`config.mk`:
```
export PLATFORM = sky130hd
export DESIGN_NAME = sensor_meas_ctrl
export DESIGN_NICKNAME = d
export VERILOG_FILES = /design/src/rtl/sensor_meas_ctrl.sv
export SDC_FILE = /design/constraint.sdc
export NUM_CORES = 1
export LEC_CHECK = 0
export ABC_CLOCK_PERIOD_IN_PS = 2900
export CAP_MARGIN = 0
export CORE_MARGIN = 2
export CORE_UTILIZATION = 45
export DETAILED_ROUTE_END_ITERATION = 8
export GPL_ROUTABILITY_DRIVEN = 0
export PLACE_DENSITY = 0.67
export SYNTH_ARGS = -nofsm -noshare
export SYNTH_HDL_FRONTEND = slang
export SYNTH_SLANG_ARGS = --single-unit
```
`constraint.sdc`:
```
create_clock -name clk -period 2.9 [get_ports clk]
set_input_delay 0.29 -clock clk [delete_from_list [all_inputs] [get_ports clk]]
set_output_delay 0.29 -clock clk [all_outputs]
set_load 0.005 [all_outputs]
```
`src/rtl/sensor_meas_ctrl.sv`:
```
// rtl/sensor_meas_ctrl.sv - multi-channel sensor period measurement controller
// Scans enabled channels in ascending order, timing NPER sensor periods per channel with a timeout.
module sensor_meas_ctrl #(
   parameter int NCH     = 4,
   parameter int CW      = 24,
   parameter int NPER    = 8,
   parameter int TIMEOUT = 1000000
) (
   input  logic          clk,
   input  logic          rst,
   input  logic          start,
   input  logic [NCH-1:0] chan_en,
   input  logic [NCH-1:0] sensor,
   output logic          busy,
   output logic          res_valid,
   input  logic          res_ready,
   output logic [2:0]    res_chan,
   output logic [CW-1:0] res_cycles,
   output logic          res_timeout
);

   typedef enum logic [2:0] {IDLE, SELECT, ARM, MEASURE, REPORT} state_t;

   state_t        state_q, state_d;
   logic [NCH-1:0] sync1_q, sync2_q, sync3_q;
   logic [7:0]    mask_q, mask_d;
   logic [3:0]    ptr_q, ptr_d;
   logic [CW-1:0] timer_q, timer_d;
   logic [CW-1:0] cnt_q, cnt_d;
   logic [7:0]    ecnt_q, ecnt_d;
   logic [2:0]    chan_q, chan_d;
   logic [CW-1:0] cyc_q, cyc_d;
   logic          tmo_q, tmo_d;
   logic [7:0]    edge_ext;
   logic          sel_edge, last_edge, timeout_hit, cnt_sat;

   // Mask and edge vectors are widened to 8 bits so any 3-bit pointer value indexes safely.
   always_comb begin
      edge_ext = '0;
      edge_ext[NCH-1:0] = sync2_q & ~sync3_q;
   end

   assign sel_edge    = edge_ext[ptr_q[2:0]];
   assign last_edge   = sel_edge && (({1'b0, ecnt_q} + 9'd1) == 9'(NPER));
   assign timeout_hit = (timer_q >= CW'(TIMEOUT - 1));
   assign cnt_sat     = &cnt_q;

   always_ff @(posedge clk or posedge rst) begin
      if (rst) begin
         state_q <= IDLE;
         sync1_q <= '0;
         sync2_q <= '0;
         sync3_q <= '0;
         mask_q  <= '0;
         ptr_q   <= '0;
         timer_q <= '0;
         cnt_q   <= '0;
         ecnt_q  <= '0;
         chan_q  <= '0;
         cyc_q   <= '0;
         tmo_q   <= 1'b0;
      end else begin
         state_q <= state_d;
         sync1_q <= sensor;
         sync2_q <= sync1_q;
         sync3_q <= sync2_q;
         mask_q  <= mask_d;
         ptr_q   <= ptr_d;
         timer_q <= timer_d;
         cnt_q   <= cnt_d;
         ecnt_q  <= ecnt_d;
         chan_q  <= chan_d;
         cyc_q   <= cyc_d;
         tmo_q   <= tmo_d;
      end
   end

   always_comb begin
      state_d = state_q;
      mask_d  = mask_q;
      ptr_d   = ptr_q;
      timer_d = timer_q;
      cnt_d   = cnt_q;
      ecnt_d  = ecnt_q;
      chan_d  = chan_q;
      cyc_d   = cyc_q;
      tmo_d   = tmo_q;
      case (state_q)
         IDLE: begin
            if (start) begin
               mask_d = '0;
               mask_d[NCH-1:0] = chan_en;
               ptr_d = '0;
               if (|chan_en) state_d = SELECT;
            end
         end
         SELECT: begin
            if (ptr_q >= 4'(NCH)) begin
               state_d = IDLE;
            end else if (mask_q[ptr_q[2:0]]) begin
               timer_d = '0;
               cnt_d   = '0;
               ecnt_d  = '0;
               state_d = ARM;
            end else begin
               ptr_d = ptr_q + 4'd1;
            end
         end
         ARM: begin
            timer_d = timer_q + CW'(1);
            if (timeout_hit) begin
               cyc_d   = '0;
               tmo_d   = 1'b1;
               chan_d  = ptr_q[2:0];
               state_d = REPORT;
            end else if (sel_edge) begin
               cnt_d   = '0;
               ecnt_d  = '0;
               state_d = MEASURE;
            end
         end
         MEASURE: begin
            timer_d = timer_q + CW'(1);
            if (!cnt_sat) cnt_d = cnt_q + CW'(1);
            // A final edge coinciding with the timeout still yields a valid measurement.
            if (last_edge) begin
               cyc_d   = cnt_sat ? cnt_q : cnt_q + CW'(1);
               tmo_d   = 1'b0;
               chan_d  = ptr_q[2:0];
               state_d = REPORT;
            end else begin
               if (sel_edge) ecnt_d = ecnt_q + 8'd1;
               if (timeout_hit) begin
                  cyc_d   = '0;
                  tmo_d   = 1'b1;
                  chan_d  = ptr_q[2:0];
                  state_d = REPORT;
               end
            end
         end
         REPORT: begin
            if (res_ready) begin
               ptr_d   = ptr_q + 4'd1;
               state_d = SELECT;
            end
         end
         default: state_d = IDLE;
      endcase
   end

   assign busy        = (state_q != IDLE);
   assign res_valid   = (state_q == REPORT);
   assign res_chan    = chan_q;
   assign res_cycles  = cyc_q;
   assign res_timeout = tmo_q;

endmodule

```
; ---- After elaboration in Yosys (flattened, before gate mapping)
; Cells that the tools add are included.
; W data, S select, Z words.
[totals]
regBits = 107
input_bits = 12
out_inout_bits = 30
[op_classes]
addsub = 5
n_lt_le_gt_ge = 3
eq_ne = 18
muxes = 42
bitwise_logic = 2
reduce_logical = 16
[ops]
columns = operator, count
row1 = $mux W24, 7
row2 = $pmux W24 S2, 2
row3 = $pmux W24 S3, 1
row4 = $add A24 B1 Y24 const B, 2
row5 = $mux W8, 6
row6 = $mux W3, 11
row7 = $ge A24 B20 Y1 const B, 1
row8 = $pmux W8 S3, 1
row9 = $reduce_and A24 Y1, 1
row10 = $ne A2 B2 Y1 const B, 9
row11 = $mux W4, 4
row12 = $pmux W3 S5, 1
row13 = $pmux W4 S3, 1
row14 = $reduce_and A5 Y1, 2
row15 = $add A8 B1 Y9 const B, 1
row16 = $eq A9 B4 Y1 const B, 1
row17 = $ne A3 B3 Y1 const B, 3
row18 = $reduce_bool A3 Y1, 3
row19 = $add A8 B1 Y8 const B, 1
row20 = $reduce_and A7 Y1, 1
row21 = $bmux W1 S3, 2
row22 = $eq A3 B2 Y1 const B, 2
row23 = $pmux W3 S2, 1
row24 = $reduce_and A6 Y1, 1
row25 = 17 further kinds, 21

; ---- Depth between registers and ports, before layout
; Gate-level depths: netlist of run 1.
[depth]
word_depth = 7
ltp_mapped = 9

; ---- Least setup slack after synthesis of run 1
; Ideal clock, no wire load.
[synth_timing]
kind = register to register
startpoint = register timer_q[0]
endpoint = register ecnt_q[5]
setup_ps = 126
arrival_ps = 2148
path_slack_ps = 626
path_stages_with_launch = 8
path_buffers = 1
synth_period_minus_slack_ps = 2274
path_cell_list = dfrtp_1 > ha_1 > and3_1 > a311o_1 > a211oi_2 > a31oi_2 > buf_2 > a221o_1
[synth_via]
elab_chain_len = 3
[synth_rtl]
columns = item, line_no
row1 = from (decl), 28  ; logic [CW-1:0] timer_q, timer_d;
row2 = from (signal assigned), 69  ; timer_q <= timer_d;
row3 = $ge A24 B20 Y1, 45  ; assign timeout_hit = (timer_q >= CW'(TIMEOUT - 1));
row4 = $ne A2 B2 Y1 (no line), --
row5 = $reduce_and A7 Y1 (no line), --
row6 = to (signal assigned), 71  ; ecnt_q <= ecnt_d;
row7 = to (decl), 30  ; logic [7:0] ecnt_q, ecnt_d;
; Every way passes these cells.
; A chain may end at the register's enable or synchronous reset.

; ---- Final worst setup path of run 1
[layout_timing]
startpoint = register timer_q[0]
endpoint = register ecnt_q[0]
; The elaborated chain is that of the path after synthesis.

==> results of run 1 <==
[worst max-delay path, cell delays in order (launching register included)]
cell	delay, ns
dfrtp_1	0.41
ha_1	0.23
and3_1	0.21
a311o_1	0.39
a211oi_2	0.29
a31oi_2	0.11
buf_4	0.24
a21o_1	0.19
mux2_2	0.26
[placed cells by master (no fill, tap or decap), types with 3 or more instances in the layout]
cell and count:
a21oi_1 31, a221o_1 3, a22o_1 4, a31oi_1 11, a41oi_1 3, and3_1 12, and4_1 3, buf_4 14
clkbuf_16 9, clkdlybuf4s50_1 41, dfrtp_1 107, ha_1 4, inv_1 7, inv_6 4, mux2_2 7, mux2i_1 3
nand2_1 73, nand2b_1 3, nand3_1 31, nand4_1 11, nor2_1 45, nor2b_1 3, nor3_1 9, nor3_2 3
nor4_1 6, o21a_1 4, o21ai_0 49, o21ai_1 3, o22ai_1 3, or3_1 9, or4_1 4, xnor2_1 18
xor2_1 19
[sequential cells by signal (all words and copies together), names as in the netlist]
register     flops
timer_q         24
ecnt_q           8
cnt_q           24
sync3_q          4
sync1_q          4
res_chan         3
sync2_q          4
ptr_q            4
res_timeout      1
res_cycles      24
state_q          3
mask_q           4
[through the flow]
stage | area, um^2 | util [%] | power (mW)
finish | 6220 | 54.2 | 4.12
global placement | 5930 | 51.7 | 2.90
CTS | 6220 | 54.2 | 4.16
detailed placement | 5930 | 51.7 | 2.93
global route | 6220 | 54.2 | 4.37
floorplan | 5320 | - | 2.61
[metal layers]
metal  wire, um  vias to the layer above  track usage [%]
met3        440                       15             3.64
li1           -                     2078                -
met4        162                        0             6.26
met5          0                        -                0
met2       5550                       88             30.2
met1       5560                     2139             27.7
[logic make-up after synthesis]
family | count (synthesis) | share of synthesized area, %
AOI/OAI and AO/OA | 137 | 16.5
xor gates and xnor gates | 37 | 6.09
adders and majority gates | 4 | 0.941
buffers and inverters | 33 | 2.71
DFF | 107 | 50.3
muxes | 11 | 2.47
and+or+nand+nor | 223 | 20.9
[final timing paths]
| check | slack, ns | to | cells past startpoint | startpoint |
|---|---|---|---|---|
| worst max-delay path | 0.45 | ecnt_q[0] | 8 | timer_q[0] |
| max in group asynchronous | 2.04 | res_cycles[11] | 3 | rst |
| worst min register to register | 0.35 | sync2_q[1] | 0 | sync1_q[1] |
| worst min-delay path | 0.35 | sync2_q[1] | 0 | sync1_q[1] |
| worst max register to register | 0.45 | ecnt_q[0] | 8 | timer_q[0] |
| min in group asynchronous | 0.45 | mask_q[2] | 3 | rst |
[layout make-up]
cell class / count / area (um^2)
fillers: 997 / 5250
clock buffers: 9 / 225
repair buffers: 56 / 536
multi-input cells: 412 / 2500
clock inverters: 7 / 65.1
flip-flops and latches: 107 / 2680
inverters: 8 / 33.8
well taps: 143 / 179
[power by group through the flow]
stage | Clock [mW] | Sequential [mW] | Combinational [mW]
global route | 1.30 | 1.85 | 1.23
detailed placement | 0 | 1.85 | 1.09
finish | 1.21 | 1.82 | 1.09
global placement | 0 | 1.84 | 1.06
CTS | 1.25 | 1.82 | 1.09
floorplan | 0 | 1.75 | 0.855
==> run_results.csv, run 1 <==
group,metric,value,unit
flow_run,drv_cap,0,
layout,syn_to_final_growth,17.0,%
setup_path,cp.required,3.14,ns
grt,grt_pass1_wl,20200,um
placement,dp.cells,726,
timing,fin_crit,2.45,ns
synthesis,synthDistinctLibCells,63,
floorplanning,ios,42,
power,internal-power,2.65,mW
setup_path,end_kind,"register",
timing,hold_slack,0.351,ns
floorplanning,start_util,46.4,%
power,power_switching,1.47,mW
timing,finClkSkew,0.0101,ns
detailed_routing,dr.pass1.iters,4,
cts,clock_sinks,107,
layout,layout.nets,610,
synthesis,mappedNetlistArea,5320,um^2
cts,ctsHoldBuffers,0,
timing,worstMarginPinSlew,0.822,ns
setup_path,critPathMaxFanout,21,
layout,drive_above_1_share,9.35,%
floorplanning,fp.dieW,113,um
synthesis,synth.top_cell.area_share,50.3,%
placement,dp_slack,0.480,ns
timing,fin_ws,0.448,ns
synthesis,synth_top_cells_by_count,"dfrtp_1 (107), nand2_1 (73), o21ai_0 (49)",
cts,clkTransAtPathRegs,0.07,ns
placement,dp_hpwl,7980,um
power,power_density,662,nW/um^2
detailed_routing,vias,4320,
timing,fin_crit_sh,84.5,%
grt,grt_use_total,19.4,%
floorplanning,die_h,113,um
synthesis,yosys-top-cells-area,"dfrtp_1 (50%), nand2_1 (5.2%), o21ai_0 (4.6%)",
setup_path,path_class,"register to register",
synthesis,yosysTopAreaCell,"dfrtp_1",
grt,grt_pass1_vias,4175,
detailed_routing,drtIter0Drc,241,
floorplanning,fp.coreArea,11500,um^2
floorplanning,rows,39,
power,combPwrFrac,26.5,%
detailed_routing,wl_per_cell,15.8,um
cts,cts_setup_buffers,0,
run_status,status,"complete, no violations",
worst_hold_path,hold_path.class,"register to register",
detailed_routing,wirelength,11700,um
placement,portBuffers,41,
synthesis,synth_area_per_cell,9.64,um^2
synthesis,synth-seq-cells,107,
synthesis,synthesis.instances,552,
timing,hold_viol,0,
timing,slew_viol_final,0,
cts,numCtsBuffers,9,
timing,max_freq,0.408,GHz
grt,grt-ovfl-total,0,
power,vdd_drop_max,0.590,mV
power,p_seq_share,44.2,%
synthesis,async_reset_ff_share,100,%
synthesis,synth-edff-count,0,
cts,clk_latency,0.35,ns
synthesis,ys_warn_count,0,
cts,cts_root_buffer,"clkbuf_16",
timing,tns,0,ns
synthesis,synthFlopType,"dfrtp_1",
synthesis,syn-num-nets,568,
timing,setup_viol,0,
power,power.leakage,2.57,nW
detailed_routing,ant_nets,0,
cts,post_cts_resized,0,
layout,antennaDiodeCount,0,
timing,rsz0062_at_grt,"no",
layout,instances_no_fill,742,
detailed_routing,avgViaCountPerCell,5.82,
cts,h-tree-depth,3,
power,swShare,35.7,%
floorplanning,dieArea,12700,um^2
setup_path,cp.arrival,2.69,ns
synthesis,ys_seq_area_share,50.3,%
synthesis,yosysMostFrequentCell,"dfrtp_1",
setup_path,start_kind,"register",
cts,clk_path_buf_depth,2,
grt,grt_max_degree,108,
timing,timing.slew.headroom,44.8,%
cts,cts_tree,"built",
power,clkPwrFrac,29.3,%
grt,grt_antenna_before_repair,0,
detailed_routing,drc_errors,0,
No activity file was read; power rests on OpenSTA's default activity.
==> run 2, diff against run 1 <==
--- a/config.mk
+++ b/config.mk
@@ -5,7 +5,7 @@
 export SDC_FILE = /design/constraint.sdc
 export NUM_CORES = 1
 export LEC_CHECK = 0
-export ABC_CLOCK_PERIOD_IN_PS = 2900
+export ABC_CLOCK_PERIOD_IN_PS = 2100
 export CAP_MARGIN = 0
 export CORE_MARGIN = 2
 export CORE_UTILIZATION = 45
==> constraint.sdc (replaced) <==
create_clock -name clk -period 2.1 [get_ports clk]
set_input_delay 0.21 -clock clk [delete_from_list [all_inputs] [get_ports clk]]
set_output_delay 0.21 -clock clk [all_outputs]
set_load 0.005 [all_outputs]
==> run_results.csv, run 2 (same netlist as run 1, synthesis figures left out) <==
group,metric,value,unit
layout,drive_above_1_share,25.9,%
detailed_routing,dr.pass1.iters,5,
floorplanning,die_h,113,um
cts,clk_path_buf_depth,2,
setup_path,reg2reg_to,"res_cycles[9]",
setup_path,cpMaxStageDelayCell,"dfrtp_1",
timing,max_freq,0.446,GHz
floorplanning,ios,42,
layout,syn_to_final_growth,35.5,%
layout,fillers,894,
grt,grt-ovfl-total,0,
timing,setup_viol,41,
grt,grt_pass1_vias,4590,
setup_path,r2r_cells,9,
timing,worstMarginPinSlew,0.622,ns
cts,clk_latency,0.36,ns
placement,dp_slack,-0.0887,ns
layout,antennaDiodeCount,0,
layout,layout_commonest_cell,"dfrtp_1",
setup_path,rrSetupSlack,-0.14,ns
floorplanning,rows,39,
timing,finClkSkew,0.00927,ns
detailed_routing,drc_errors,0,
detailed_routing,avgViaCountPerCell,5.74,
timing,fin_ws,-0.142,ns
run_status,violations,"negative setup slack",
cts,h-tree-depth,3,
layout,final_util,62.8,%
flow_run,drv_cap,0,
setup_path,path_class,"register to register",
detailed_routing,wirelength,13600,um
layout,layout.nets,684,
cts,numCtsBuffers,9,
setup_path,crit_chain,"inv_1, a211oi_1, nor4_4, buf_4, a32oi_4, buf_12, clkbuf_16, nand2_2, o21ai_1",
setup_path,slowest_delay,0.52,ns
power,power.leakage,3.08,nW
grt,grt_antenna_before_repair,0,
floorplanning,fp.dieW,113,um
timing,slew_viol_final,0,
timing,fin_crit,2.24,ns
timing,hold_viol,0,
floorplanning,start_util,46.4,%
placement,dp_hpwl,8920,um
power,vdd_drop_max,0.948,mV
cts,cts_root_buffer,"clkbuf_16",
cts,ctsHoldBuffers,0,
detailed_routing,ant_nets,0,
placement,portBuffers,41,
setup_path,r2r_start,"ptr_q[1]",
setup_path,critPathMaxFanout,6,
cts,clkTransAtPathRegs,0.08,ns
timing,rsz0062_at_grt,"yes",
detailed_routing,wl_per_cell,16.6,um
run_status,status,"finished with violations",
power,power_density,896,nW/um^2
timing,timing.slew.headroom,58.5,%
setup_path,end_kind,"register",
setup_path,cp.required,2.39,ns
floorplanning,fp.coreArea,11500,um^2
floorplanning,dieArea,12700,um^2
cts,cts_tree,"built",
grt,grt_pass1_wl,21600,um
cts,clock_sinks,107,
grt,grt_max_degree,38,
worst_hold_path,hold_path.class,"primary input to asynchronous set/reset pin",
detailed_routing,vias,4687,
setup_path,start_kind,"register",
detailed_routing,drtIter0Drc,269,
layout,layout_common_cells,"dfrtp_1 (106), buf_4 (72), nand2_1 (56)",
grt,grt_use_total,20.9,%
timing,fin_crit_sh,107,%
setup_path,cp.arrival,2.53,ns
==> run 2: changes by cell type in the layout (fill, tap and decap cells not counted), moves of 6 or more <==
cell	change
buf_4	+58
o21ai_0	-30
o21ai_1	+22
nand2_1	-17
nand2_2	+11
o21ai_2	+8
buf_12	+7
buf_6	+7
nand2_4	+6
==> run 2: timing repair <==
item                                    in CTS  in global routing
pin swaps                                    2                 25
endpoints found under the setup margin      42                 74
gates cloned                                 0                  3
resized for setup                           11                 93
setup buffers                                4                 10
==> run 2: stage by stage <==
step | hold WS (ns) | total power, mW | TNS [ns] | cell area, um^2 | std cells
floorplan | 0.241 | 3.62 | 0 | 5340 | 552
global placement | 0.333 | 4.39 | -0.0829 | 6440 | 784
CTS | 0.282 | 6.21 | -0.692 | 6790 | 804
finish | 0.265 | 6.46 | -2.99 | 7200 | 816
detailed placement | 0.344 | 4.44 | -1.25 | 6440 | 784
global route | 0.280 | 6.78 | -6.20 | 7200 | 816
==> run 2: worst max path at each step <==
stage / cells past startpoint / start / end / slack (ns)
final: 9 / ptr_q[1] / res_cycles[9] / -0.14
after global routing: 9 / ptr_q[1] / res_cycles[1] / -0.21
after global placement: 8 / timer_q[1] / ecnt_q[0] / -0.05
after floorplan: 7 / timer_q[0] / ecnt_q[5] / 0.001
after detailed placement: 8 / timer_q[1] / ecnt_q[0] / -0.09
after CTS: 8 / timer_q[1] / ecnt_q[0] / -0.10
==> run 2: layout make-up <==
type | instances | area [um^2] | share of cell area (%)
sequential | 107 | 2680 | 37.2
timing repair buffer | 130 | 1230 | 17.1
inverter | 8 | 33.8 | 0.469
multi-input combinational | 412 | 2790 | 38.7
clock buffer | 9 | 225 | 3.13
clock inverter | 7 | 68.8 | 0.955
tap | 143 | 179 | 2.48
==> run 2: metal layers <==
metal / track usage, % / share of wire, % / wire (um)
met3: 3.91 / 4.0 / 548
met2: 34.3 / 50 / 6780
met5: 0 / 0 / 0
met4: 7.07 / 1.4 / 185
met1: 28.2 / 45 / 6060
==> run 2: power breakdown <==
group          switching [mW]  internal (mW)  total [mW]
sequential              0.149           2.25        2.40
combinational            1.30           1.06        2.36
clock                   0.858          0.841        1.70
==> run 2: critical path, delay by kind of cell, from the launching register on <==
family | cells | cell delay, ns
AND/OR/NAND/NOR | 2 | 0.12
AO/OA/AOI/OAI | 3 | 0.87
flip-flops | 1 | 0.52
buffers and inverters | 4 | 0.65
==> run 3, diff against run 2 <==
--- a/config.mk
+++ b/config.mk
@@ -5,13 +5,13 @@
 export SDC_FILE = /design/constraint.sdc
 export NUM_CORES = 1
 export LEC_CHECK = 0
+export ABC_AREA = 1
 export ABC_CLOCK_PERIOD_IN_PS = 2100
 export CAP_MARGIN = 0
-export CORE_MARGIN = 2
 export CORE_UTILIZATION = 45
 export DETAILED_ROUTE_END_ITERATION = 8
 export GPL_ROUTABILITY_DRIVEN = 0
-export PLACE_DENSITY = 0.67
+export PLACE_DENSITY = 0.66
 export SYNTH_ARGS = -nofsm -noshare
 export SYNTH_HDL_FRONTEND = slang
 export SYNTH_SLANG_ARGS = --single-unit
==> run_results.csv, run 3 <==
group,metric,value,unit
detailed_routing,wl_per_cell,13.6,um
cts,clk_latency,0.35,ns
power,clkPwrFrac,28.1,%
timing,finClkSkew,0.00660,ns
placement,dp_slack,0.0219,ns
grt,grt_use_total,22.1,%
cts,ctsHoldBuffers,0,
layout,layout_commonest_cell,"nand2_1",
detailed_routing,ant_nets,0,
setup_path,cp.required,1.89,ns
power,p_seq_share,43.0,%
synthesis,synth_top_cells_by_count,"nand2_1 (243), dfrtp_1 (107), inv_1 (82)",
detailed_routing,wirelength,13200,um
cts,numCtsBuffers,9,
power,combPwrFrac,28.8,%
timing,fin_crit,1.96,ns
grt,grt_max_degree,108,
detailed_routing,route.met3.wl,479,um
cts,cts_tree,"built",
detailed_routing,drtIter0Drc,348,
floorplanning,rows,40,
placement,dp_hpwl,9520,um
layout,syn_to_final_growth,18.1,%
layout,layout_common_cells,"nand2_1 (242), dfrtp_1 (106), inv_1 (81)",
setup_path,rrSetupSlack,0.15,ns
power,power,5.57,mW
synthesis,ys_seq_area_share,47.5,%
timing,fin_crit_sh,93.5,%
power,power_switching,1.95,mW
setup_path,path_class,"register to output pin",
synthesis,yosysTopAreaCell,"dfrtp_1",
timing,hold_viol,0,
worst_hold_path,hold_path.class,"primary input to register",
detailed_routing,dr.pass1.iters,6,
setup_path,end_kind,"output pin",
detailed_routing,routed.top_layer,"met4",
layout,fillers,1150,
detailed_routing,drc_errors,0,
synthesis,yosysMostFrequentCell,"nand2_1",
worst_hold_path,hold_depth,1,
synthesis,synth_area_per_cell,7.62,um^2
timing,hold_slack,0.297,ns
grt,grt_pass1_vias,4817,
timing,timing.slew.headroom,62.2,%
cts,clk_path_buf_depth,2,
detailed_routing,route.met2.wl,6410,um
synthesis,synth-seq-cells,107,
synthesis,syn-num-nets,755,
cts,h-tree-depth,3,
power,swShare,35.0,%
timing,fin_ws,0.137,ns
setup_path,cp.arrival,1.75,ns
layout,final_util,54.9,%
grt,grt-ovfl-total,0,
setup_path,cpMaxStageDelayCell,"clkdlybuf4s50_1",
synthesis,synthesis.instances,739,
layout,layout.nets,812,
power,power_density,837,nW/um^2
synthesis,synth-edff-count,0,
timing,max_freq,0.509,GHz
setup_path,start_kind,"register",
layout,antennaDiodeCount,0,
power,vdd_drop_max,0.493,mV
power,power.leakage,3.17,nW
synthesis,ys_warn_count,0,
layout,drive_above_1_share,8.75,%
cts,clock_sinks,107,
timing,worstMarginPinSlew,0.567,ns
synthesis,yosys-top-cells-area,"dfrtp_1 (48%), nand2_1 (16%), inv_1 (5.5%)",
timing,tns,0,ns
cts,clkTransAtPathRegs,0.07,ns
synthesis,synthFlopType,"dfrtp_1",
setup_path,slowest_delay,0.53,ns
synthesis,async_reset_ff_share,100,%
timing,setup_viol,0,
cts,cts_root_buffer,"clkbuf_16",
setup_path,critPathMaxFanout,6,
placement,portBuffers,41,
grt,grt_antenna_before_repair,0,
flow_run,drv_cap,0,
floorplanning,fp.coreArea,12100,um^2
detailed_routing,wl_met1,5990,um
synthesis,synth.top_cell.area_share,47.5,%
floorplanning,dieArea,13000,um^2
grt,grt_pass1_wl,22600,um
floorplanning,fp.dieW,114,um
floorplanning,start_util,46.5,%
detailed_routing,vias,4933,
synthesis,mappedNetlistArea,5630,um^2
synthesis,synthDistinctLibCells,41,
setup_path,r2r_cells,10,
floorplanning,ios,42,
detailed_routing,avgViaCountPerCell,5.10,
run_status,status,"complete, no violations",
setup_path,crit_chain,"nor2_2, inv_1, nor2_1, clkdlybuf4s50_1",
power,internal-power,3.62,mW
floorplanning,die_h,114,um
timing,slew_viol_final,0,
[run 3: what timing repair did]
item,CTS,global route
setup endpoints to repair,0,59
buffers inserted,0,6
gates resized for setup,0,14
[run 3: final timing paths]
check                                   to  startpoint
min in group asynchronous       sync1_q[1]         rst
worst max-delay path             res_valid  state_q[0]
worst min-delay path            sync1_q[2]   sensor[2]
worst max register to register    cnt_q[0]  timer_q[0]
worst min register to register  sync2_q[2]  sync1_q[2]
max in group asynchronous         cnt_q[0]         rst
[run 3: worst max-delay path: cells and delay by family (launching register included)]
| kind | cells | cell delay, ns |
|---|---|---|
| AND/OR/NAND/NOR | 2 | 0.33 |
| flip-flops | 1 | 0.45 |
| buffers and inverters | 2 | 0.62 |
[run 3: layer usage]
layer / global-route usage, % / up-vias
li1: - / 2459
met1: 28.1 / 2321
met2: 37.4 / 125
met3: 4.25 / 28
met4: 8.66 / 0
met5: 0 / -
[run 3: layout make-up]
| type | instances | area [um^2] | share of cell area (%) |
|---|---|---|---|
| well taps | 168 | 210 | 3.16 |
| clock inverters | 2 | 12.5 | 0.188 |
| clock buffers | 13 | 250 | 3.76 |
| repair buffers | 58 | 576 | 8.65 |
| multi-input cells | 528 | 2570 | 38.6 |
| flip-flops and latches | 107 | 2680 | 40.3 |
| inverters | 92 | 354 | 5.32 |
[run 3: cells by family (layout without fill, tap and decap cells)]
| group | Yosys count | in the layout | share of synthesized area (%) |
|---|---|---|---|
| DFF | 107 | 107 | 47.5 |
| and+or+nand+nor | 418 | 418 | 31.9 |
| buffers and inverters | 104 | 165 | 7.55 |
| muxes | 1 | 1 | 0.178 |
| adders and majority gates | 4 | 4 | 0.889 |
| xor gates and xnor gates | 24 | 24 | 3.73 |
| AOI/OAI and AO/OA | 81 | 81 | 8.22 |
[run 3: metrics by stage]
| stage | cells | area, um^2 |
|---|---|---|
| 2_1_floorplan | 739 | 5640 |
| 3_3_place_gp | 947 | 6300 |
| 3_5_place_dp | 947 | 6300 |
| 4_1_cts | 962 | 6560 |
| 5_1_grt | 968 | 6650 |
| 6_report | 968 | 6650 |
[run 3: power by group through the flow]
| stage | sequential, mW | clock (mW) | combinational, mW |
|---|---|---|---|
| 6_report | 2.40 | 1.57 | 1.61 |
| 2_1_floorplan | 2.39 | 0 | 1.08 |
| 3_3_place_gp | 2.41 | 0 | 1.49 |
| 3_5_place_dp | 2.42 | 0 | 1.52 |
| 4_1_cts | 2.39 | 1.61 | 1.53 |
| 5_1_grt | 2.42 | 1.67 | 1.78 |
